===== src/rtl/dbpsk_demodulator_if.sv =====
// Receive enable, line input and decoded-bit outputs of the DBPSK demodulator.
// The demodulator uses the slave view; whatever drives the line and consumes bits uses master.
interface dbpsk_demodulator_if #(
  parameter int BIT_CNT_WIDTH = 8
);
  logic                     trigger;
  logic                     input_dbpsk;
  logic                     output_data;
  logic                     output_valid;
  logic                     frame_done;
  logic [BIT_CNT_WIDTH-1:0] bit_count;

  modport master (
    output trigger,
    output input_dbpsk,
    input  output_data,
    input  output_valid,
    input  frame_done,
    input  bit_count
  );

  modport slave (
    input  trigger,
    input  input_dbpsk,
    output output_data,
    output output_valid,
    output frame_done,
    output bit_count
  );
endinterface


===== src/rtl/dbpsk_demodulator.sv =====
// DBPSK receiver: synchronizes the line, locks on a start toggle, majority-votes each symbol
// and emits one differentially decoded bit per symbol plus a frame-done strobe.
module dbpsk_demodulator #(
  parameter int SYMBOL_CYCLES = 50,
  parameter int CNT_WIDTH     = 16,
  parameter int FRAME_BITS    = 8,
  parameter int BIT_CNT_WIDTH = 8
) (
  input  logic               clock,
  input  logic               reset,
  dbpsk_demodulator_if.slave bus
);
  typedef enum logic [1:0] {
    IDLE,
    HUNT,
    TRACK
  } state_t;

  localparam logic [CNT_WIDTH-1:0]     LAST_SAMPLE = CNT_WIDTH'(SYMBOL_CYCLES - 1);
  localparam logic [CNT_WIDTH:0]       SYMBOL_LEN  = (CNT_WIDTH + 1)'(SYMBOL_CYCLES);
  localparam logic [BIT_CNT_WIDTH-1:0] LAST_BIT    = BIT_CNT_WIDTH'(FRAME_BITS);

  state_t                   state, state_n;
  logic                     sync_meta, sync_in, sync_d, in_edge;
  logic [CNT_WIDTH-1:0]     counter, counter_n;
  logic [CNT_WIDTH-1:0]     ones, ones_n, total;
  logic [CNT_WIDTH:0]       twice_total;
  logic                     prev_level, prev_level_n;
  logic                     first_sym, first_sym_n;
  logic                     level;
  logic [BIT_CNT_WIDTH-1:0] bit_count, bit_count_n, bit_count_inc;
  logic                     data_q, data_n;
  logic                     valid_q, valid_n;
  logic                     done_q, done_n;

  always_ff @(posedge clock or negedge reset) begin
    if (!reset) begin
      sync_meta <= 1'b0;
      sync_in   <= 1'b0;
      sync_d    <= 1'b0;
    end else begin
      sync_meta <= bus.input_dbpsk;
      sync_in   <= sync_meta;
      sync_d    <= sync_in;
    end
  end

  assign in_edge       = sync_in ^ sync_d;
  assign total         = ones + CNT_WIDTH'(sync_in);
  assign twice_total   = {total, 1'b0};
  assign bit_count_inc = bit_count + BIT_CNT_WIDTH'(1);

  // An exact tie keeps the previous level, so a balanced symbol decodes as 0.
  always_comb begin
    if (twice_total > SYMBOL_LEN) begin
      level = 1'b1;
    end else if (twice_total < SYMBOL_LEN) begin
      level = 1'b0;
    end else begin
      level = prev_level;
    end
  end

  always_comb begin
    state_n      = state;
    counter_n    = counter;
    ones_n       = ones;
    prev_level_n = prev_level;
    first_sym_n  = first_sym;
    bit_count_n  = bit_count;
    data_n       = data_q;
    valid_n      = 1'b0;
    done_n       = 1'b0;

    case (state)
      IDLE: begin
        counter_n    = '0;
        ones_n       = '0;
        prev_level_n = 1'b0;
        first_sym_n  = 1'b0;
        bit_count_n  = '0;
        data_n       = 1'b0;
        state_n      = HUNT;
      end
      HUNT: begin
        bit_count_n = '0;
        if (in_edge) begin
          counter_n   = CNT_WIDTH'(1);
          ones_n      = CNT_WIDTH'(sync_in);
          first_sym_n = 1'b1;
          state_n     = TRACK;
        end
      end
      TRACK: begin
        if (counter == LAST_SAMPLE) begin
          counter_n    = '0;
          ones_n       = '0;
          prev_level_n = level;
          if (first_sym) begin
            first_sym_n = 1'b0;
          end else begin
            data_n      = level ^ prev_level;
            valid_n     = 1'b1;
            bit_count_n = bit_count_inc;
            if (bit_count_inc == LAST_BIT) begin
              done_n  = 1'b1;
              state_n = HUNT;
            end
          end
        end else begin
          counter_n = counter + CNT_WIDTH'(1);
          ones_n    = total;
        end
      end
      default: state_n = IDLE;
    endcase

    // Dropping the enable abandons the frame, including a decision made this cycle.
    if (!bus.trigger) begin
      state_n      = IDLE;
      counter_n    = '0;
      ones_n       = '0;
      prev_level_n = 1'b0;
      first_sym_n  = 1'b0;
      bit_count_n  = '0;
      data_n       = 1'b0;
      valid_n      = 1'b0;
      done_n       = 1'b0;
    end
  end

  always_ff @(posedge clock or negedge reset) begin
    if (!reset) begin
      state      <= IDLE;
      counter    <= '0;
      ones       <= '0;
      prev_level <= 1'b0;
      first_sym  <= 1'b0;
      bit_count  <= '0;
      data_q     <= 1'b0;
      valid_q    <= 1'b0;
      done_q     <= 1'b0;
    end else begin
      state      <= state_n;
      counter    <= counter_n;
      ones       <= ones_n;
      prev_level <= prev_level_n;
      first_sym  <= first_sym_n;
      bit_count  <= bit_count_n;
      data_q     <= data_n;
      valid_q    <= valid_n;
      done_q     <= done_n;
    end
  end

  assign bus.output_data  = data_q;
  assign bus.output_valid = valid_q;
  assign bus.frame_done   = done_q;
  assign bus.bit_count    = bit_count;
endmodule


===== src/flat_wrapper.sv =====
// flat-port wrapper written by rule: the top's interface ports become plain ports
module dbpsk_demodulator_flat 
#(
  parameter int SYMBOL_CYCLES = 50,
  parameter int CNT_WIDTH     = 16,
  parameter int FRAME_BITS    = 8,
  parameter int BIT_CNT_WIDTH = 8
)
  (clock, reset, bus_trigger, bus_input_dbpsk, bus_output_data, bus_output_valid, bus_frame_done, bus_bit_count);
  dbpsk_demodulator_if #(.BIT_CNT_WIDTH(BIT_CNT_WIDTH)) bus_i ();
  input  logic clock;
  input  logic reset;
  input wire logic [$bits(bus_i.trigger)-1:0] bus_trigger;
  input wire logic [$bits(bus_i.input_dbpsk)-1:0] bus_input_dbpsk;
  output wire logic [$bits(bus_i.output_data)-1:0] bus_output_data;
  output wire logic [$bits(bus_i.output_valid)-1:0] bus_output_valid;
  output wire logic [$bits(bus_i.frame_done)-1:0] bus_frame_done;
  output wire logic [$bits(bus_i.bit_count)-1:0] bus_bit_count;
  assign bus_i.trigger = bus_trigger;
  assign bus_i.input_dbpsk = bus_input_dbpsk;
  assign bus_output_data = bus_i.output_data;
  assign bus_output_valid = bus_i.output_valid;
  assign bus_frame_done = bus_i.frame_done;
  assign bus_bit_count = bus_i.bit_count;
  dbpsk_demodulator #(.SYMBOL_CYCLES(SYMBOL_CYCLES), .CNT_WIDTH(CNT_WIDTH), .FRAME_BITS(FRAME_BITS), .BIT_CNT_WIDTH(BIT_CNT_WIDTH)) u_core (.clock(clock), .reset(reset), .bus(bus_i));
endmodule

===== config.mk =====
export PLATFORM = sky130hd
export DESIGN_NAME = dbpsk_demodulator_flat
export DESIGN_NICKNAME = d
export VERILOG_FILES = /design/src/rtl/dbpsk_demodulator_if.sv /design/src/rtl/dbpsk_demodulator.sv /design/src/flat_wrapper.sv
export SDC_FILE = /design/constraint.sdc
export NUM_CORES = 1
export LEC_CHECK = 0
export CAP_MARGIN = 20
export CORE_MARGIN = 2
export CORE_UTILIZATION = 54
export DETAILED_ROUTE_END_ITERATION = 7
export GPL_TIMING_DRIVEN = 0
export PLACE_DENSITY_LB_ADDON = 0.08
export SETUP_SLACK_MARGIN = 0.5
export SLEW_MARGIN = 10
export SYNTH_ARGS = -nofsm -noshare
export SYNTH_HDL_FRONTEND = slang
export SYNTH_SLANG_ARGS = --single-unit

===== constraint.sdc =====
create_clock -name clock -period 2.35 [get_ports clock]
set_input_delay 0.47 -clock clock [delete_from_list [all_inputs] [get_ports clock]]
set_output_delay 0.47 -clock clock [all_outputs]
set_load 0.01 [all_outputs]

==> metrics.md <==
| Metric | Value |
|---|---|
| Run status | finished with violations |
| Failing checks | negative setup slack |
| Worst Tran Pin Value | about 0.63 ns |
| IO Pins | 15 |
| Clock tree buffer depth | 2 |
| Final critical-path setup slack | -0.218 ns |
| Cell area reported after detailed placement | approximately 0.0034 sq mm |
| Maximum number of pins on one net before global-route repair | 27 |
| Startpoint of the worst register-to-register path | u_core.ones[7]$_DFFE_PN0P_ |
| Setup repair after global routing missed its margin | true |
| Post-synthesis async set-or-reset flop share | 100% |
| Area inside the core boundary | between 0.005 and 0.006 sq mm |
| Slack of the worst reg-to-reg path | -0.22 ns |
| Power per cell area | 609 mW/mm^2 |
| Via count | around 3.3k |
| Inserted Clock Buffers | 5 |
| Wire length of the first global-routing pass | roughly 15,000 um |
| Count of mapped cells out of synthesis | roughly 340 |
| Worst setup path category | reg -> reg |
| Port bufs | 14 |
| Fill count | between 200 and 250 |
| Antenna Violating Nets Remaining | 0 |
| Chain of cells forming the critical path | nand4_4, or4_4, or3_4, a221oi_4, a211oi_2, or3b_1 |
| First-pass detailed-route iteration total | 5 |
| Area of all placed cells without fillers | ~0.0048 sq mm |
| Final clock period utilization by the worst path | 109% |
| Die height | 78.6 um |
| Post-DR vias/cell | roughly 6.9 |
| Sort of element at the start of the critical path | flop |
| Crit-path leading delay family | simple AND/OR/NAND/NOR gates |
| Footprint of the flip-flops and latches | between 0.001 and 0.0015 sq mm |
| Layout cell share with drive strength beyond 1 | between 50% and 60% |
| Tmin final | ~2.6 ns |
| Via count of the first global-routing pass | around 3.1k |
| Final cell utilization of the core | a little under 90% |
| Sequential fraction of the synthesis area | about two fifths |
| Overall global routing resource usage | a little under a third |
| Worst endpoint data arrival time | roughly 2.8 ns |
| Worst min-delay path class | in -> async |
| Number of H-tree levels | 2 |
| Main area contributors after synthesis | sky130_fd_sc_hd__dfrtp_1 (42%), sky130_fd_sc_hd__o21ai_0 (6.7%), sky130_fd_sc_hd__ha_1 (4.2%) |
| Weighted congestion at the end of routability-driven global placement | around 0.86 |
| Warnings from Yosys | 0 |
| Main synth FF type | sky130_fd_sc_hd__dfrtp_1 |
| Register bit total from synthesis | 50 |
| Proportion of netlist area held by the largest area contributor | a little over two fifths |
| Layout Nets | 420 |
| Critical path buffer and inverter count | 0 |
| Routed wire length | approximately 12,000 um |
| Number of setup violations in the final report | 3 |
| Total placed cells including tap cells | roughly 420 |
| Clock-pin slew reported for the worst setup and hold paths after clock tree synthesis | 0.11 ns |
| Routed length per placed instance | about 24 um |
| Area occupied by multi-input gates | between 0.002 and 0.0025 sq mm |
| Hpwl dp | between 4000 and 5000 um |
| Mean cell area of the mapped netlist | approximately 9 sq um |
| Max Fclk | roughly 0.39 GHz |
| Sum of negative setup slack | -0.433 ns |
| Nets in the synthesized netlist | about 350 |
| Chip Width | 78.6 um |
| Library cell used as clock root buffer | sky130_fd_sc_hd__clkbuf_8 |
| Initial standard-cell utilization of the core | between 50% and 60% |
| Die ar. | 0.00618 sq mm |
| Total overflow reported by the global router | 0 |
| CP max-delay cell | sky130_fd_sc_hd__or4_4 |
| Number of core rows | 27 |
| Most used cells in the layout excluding fill and tap cells | sky130_fd_sc_hd__dfrtp_1 (38), sky130_fd_sc_hd__buf_4 (24), sky130_fd_sc_hd__nand2_1 (23) |
| R2R Path End | u_core.bus.output_data$_DFFE_PN0P_ |
| CTS tree | done |
| CP required | about 2.6 ns |
| Hold Vio Cnt, Final | 0 |
| Ant. Diodes | 0 |
| Synthesis-to-layout area growth | 58.6% |
| Number of synthesized flops with an enable pin | 0 |
| Initial antenna violation count | 0 |
| Maximum vdd drop | between 0.4 and 0.5 mV |
| Total number of clock tree sinks | 50 |
| Final cell count without fillers | 479 |
| Static power due to leakage | approximately 1.9 nW |
| Biggest fanout along the worst timing path | 8 |
| Max-cap violation count | 0 |
| Relative slew margins | between 50% and 60% |
| Worst clock skew | between 0.015 and 0.02 ns |
| Post-synth top area cell | sky130_fd_sc_hd__dfrtp_1 |
| Crit path largest cell delay | between 0.5 and 0.6 ns |
| Source-to-sink clock delay at the later pin of the worst-skew pair | about 0.33 ns |
| Post-synth design cell area | 0.00301 sq mm |
| First-iteration detailed-routing DRC count | roughly 350 |
| Number of unique standard cell types used by synthesis | between 50 and 60 |
| Kind of end point of the critical path | flop |
| R2R cell count | 6 |
| Max-slew violations | 0 |
| Number of remaining DRC errors | 0 |
| Commonest non-fill, non-tap cell in the layout | sky130_fd_sc_hd__dfrtp_1 |
| Final hold slack | 0.155 ns |
==> sequential cells by signal, indices dropped and copies added (netlist names), 2 cells and up <==
name	cells
u_core.state	2
u_core.counter	16
u_core.bus.bit_count	8
u_core.ones	16
==> logic make-up (layout without fill, tap and decap cells) <==
kind of cell / count (synthesis) / after routing / share of synthesized area (%)
AO/OA/AOI/OAI: 81 / 81 / 16.8
XOR/XNOR: 16 / 16 / 4.66
adder cells (fa/ha/maj): 10 / 10 / 4.16
buffers and inverters: 24 / 96 / 4.24
flip-flops: 50 / 50 / 41.6
multiplexers: 3 / 3 / 1.12
AND/OR/NAND/NOR: 151 / 151 / 27.4
==> worst max-delay path by stage <==
stage / start / end / depth (start not counted)
after floorplan: u_core.sync_in$_DFF_PN0_ / u_core.bus.output_data$_DFFE_PN0P_ / 7
after global placement: reset / u_core.sync_in$_DFF_PN0_ / 1
after detailed placement: u_core.sync_in$_DFF_PN0_ / u_core.bus.output_data$_DFFE_PN0P_ / 7
after CTS: u_core.ones[0]$_DFFE_PN0P_ / u_core.bus.output_data$_DFFE_PN0P_ / 7
after global routing: u_core.ones[1]$_DFFE_PN0P_ / u_core.bus.output_data$_DFFE_PN0P_ / 7
final: u_core.ones[7]$_DFFE_PN0P_ / u_core.bus.output_data$_DFFE_PN0P_ / 6
==> cell usage after synthesis, drive strengths merged, types with 4 or more instances <==
cell type   n
dfrtp      50
and3        8
and4        4
nor3        9
nand2      29
or3         7
nand3      21
ha         10
o31ai       6
xnor2      10
a21oi      10
xor2        6
o21ai      40
clkbuf     12
buf         4
and2        4
nor2       28
nor2b       4
inv         7
nand4      18
a31oi       5
==> where the power goes <==
group | leakage [nW] | internal [mW] | total [mW] | switching, mW
sequential | 0.670 | 0.892 | 0.943 | 0.0513
combinational | 1.14 | 0.648 | 1.32 | 0.676
clock | 0.0514 | 0.318 | 0.636 | 0.318
total | 1.86 | 1.86 | 2.90 | 1.05
==> repair_timing <==
action                     4_1_cts  5_1_grt
buffers inserted                29       13
cloned                           6        1
pin swaps                       24       33
resized for setup               87      120
setup endpoints to repair       47       50
hold buffers                     0        0
==> worst register-to-register path: stages, from the launching register on <==
cell	delay, ns
sky130_fd_sc_hd__dfrtp_2	0.48
sky130_fd_sc_hd__nand4_4	0.16
sky130_fd_sc_hd__or4_4	0.54
sky130_fd_sc_hd__or3_4	0.36
sky130_fd_sc_hd__a221oi_4	0.40
sky130_fd_sc_hd__a211oi_2	0.13
sky130_fd_sc_hd__or3b_1	0.37
==> layout make-up <==
type,instances,area share [%]
multi-input combinational,261,50.6
buffer,16,3.93
timing repair buffer,64,14.0
clock buffer,6,1.52
clock inverter,2,0.787
tap,72,1.89
sequential,50,26.5
inverter,8,0.708
==> metal layers <==
layer,vias to the layer above,track usage (%),wire length (um)
li1,1382,-,-
met4,0,10.2,496
met2,266,51.3,5780
met1,1613,39.5,4300
met5,-,0,0
met3,57,5.63,1130
==> through the flow <==
| stage | power (mW) | worst slack, ns |
|---|---|---|
| finish | 2.90 | -0.218 |
| global route | 2.98 | -0.297 |
| CTS | 2.43 | -0.105 |
| detailed placement | 1.52 | -0.242 |
| global placement | 1.51 | -0.838 |
| floorplan | 1.36 | 0.0462 |
Power figures use the tool's default switching activity.
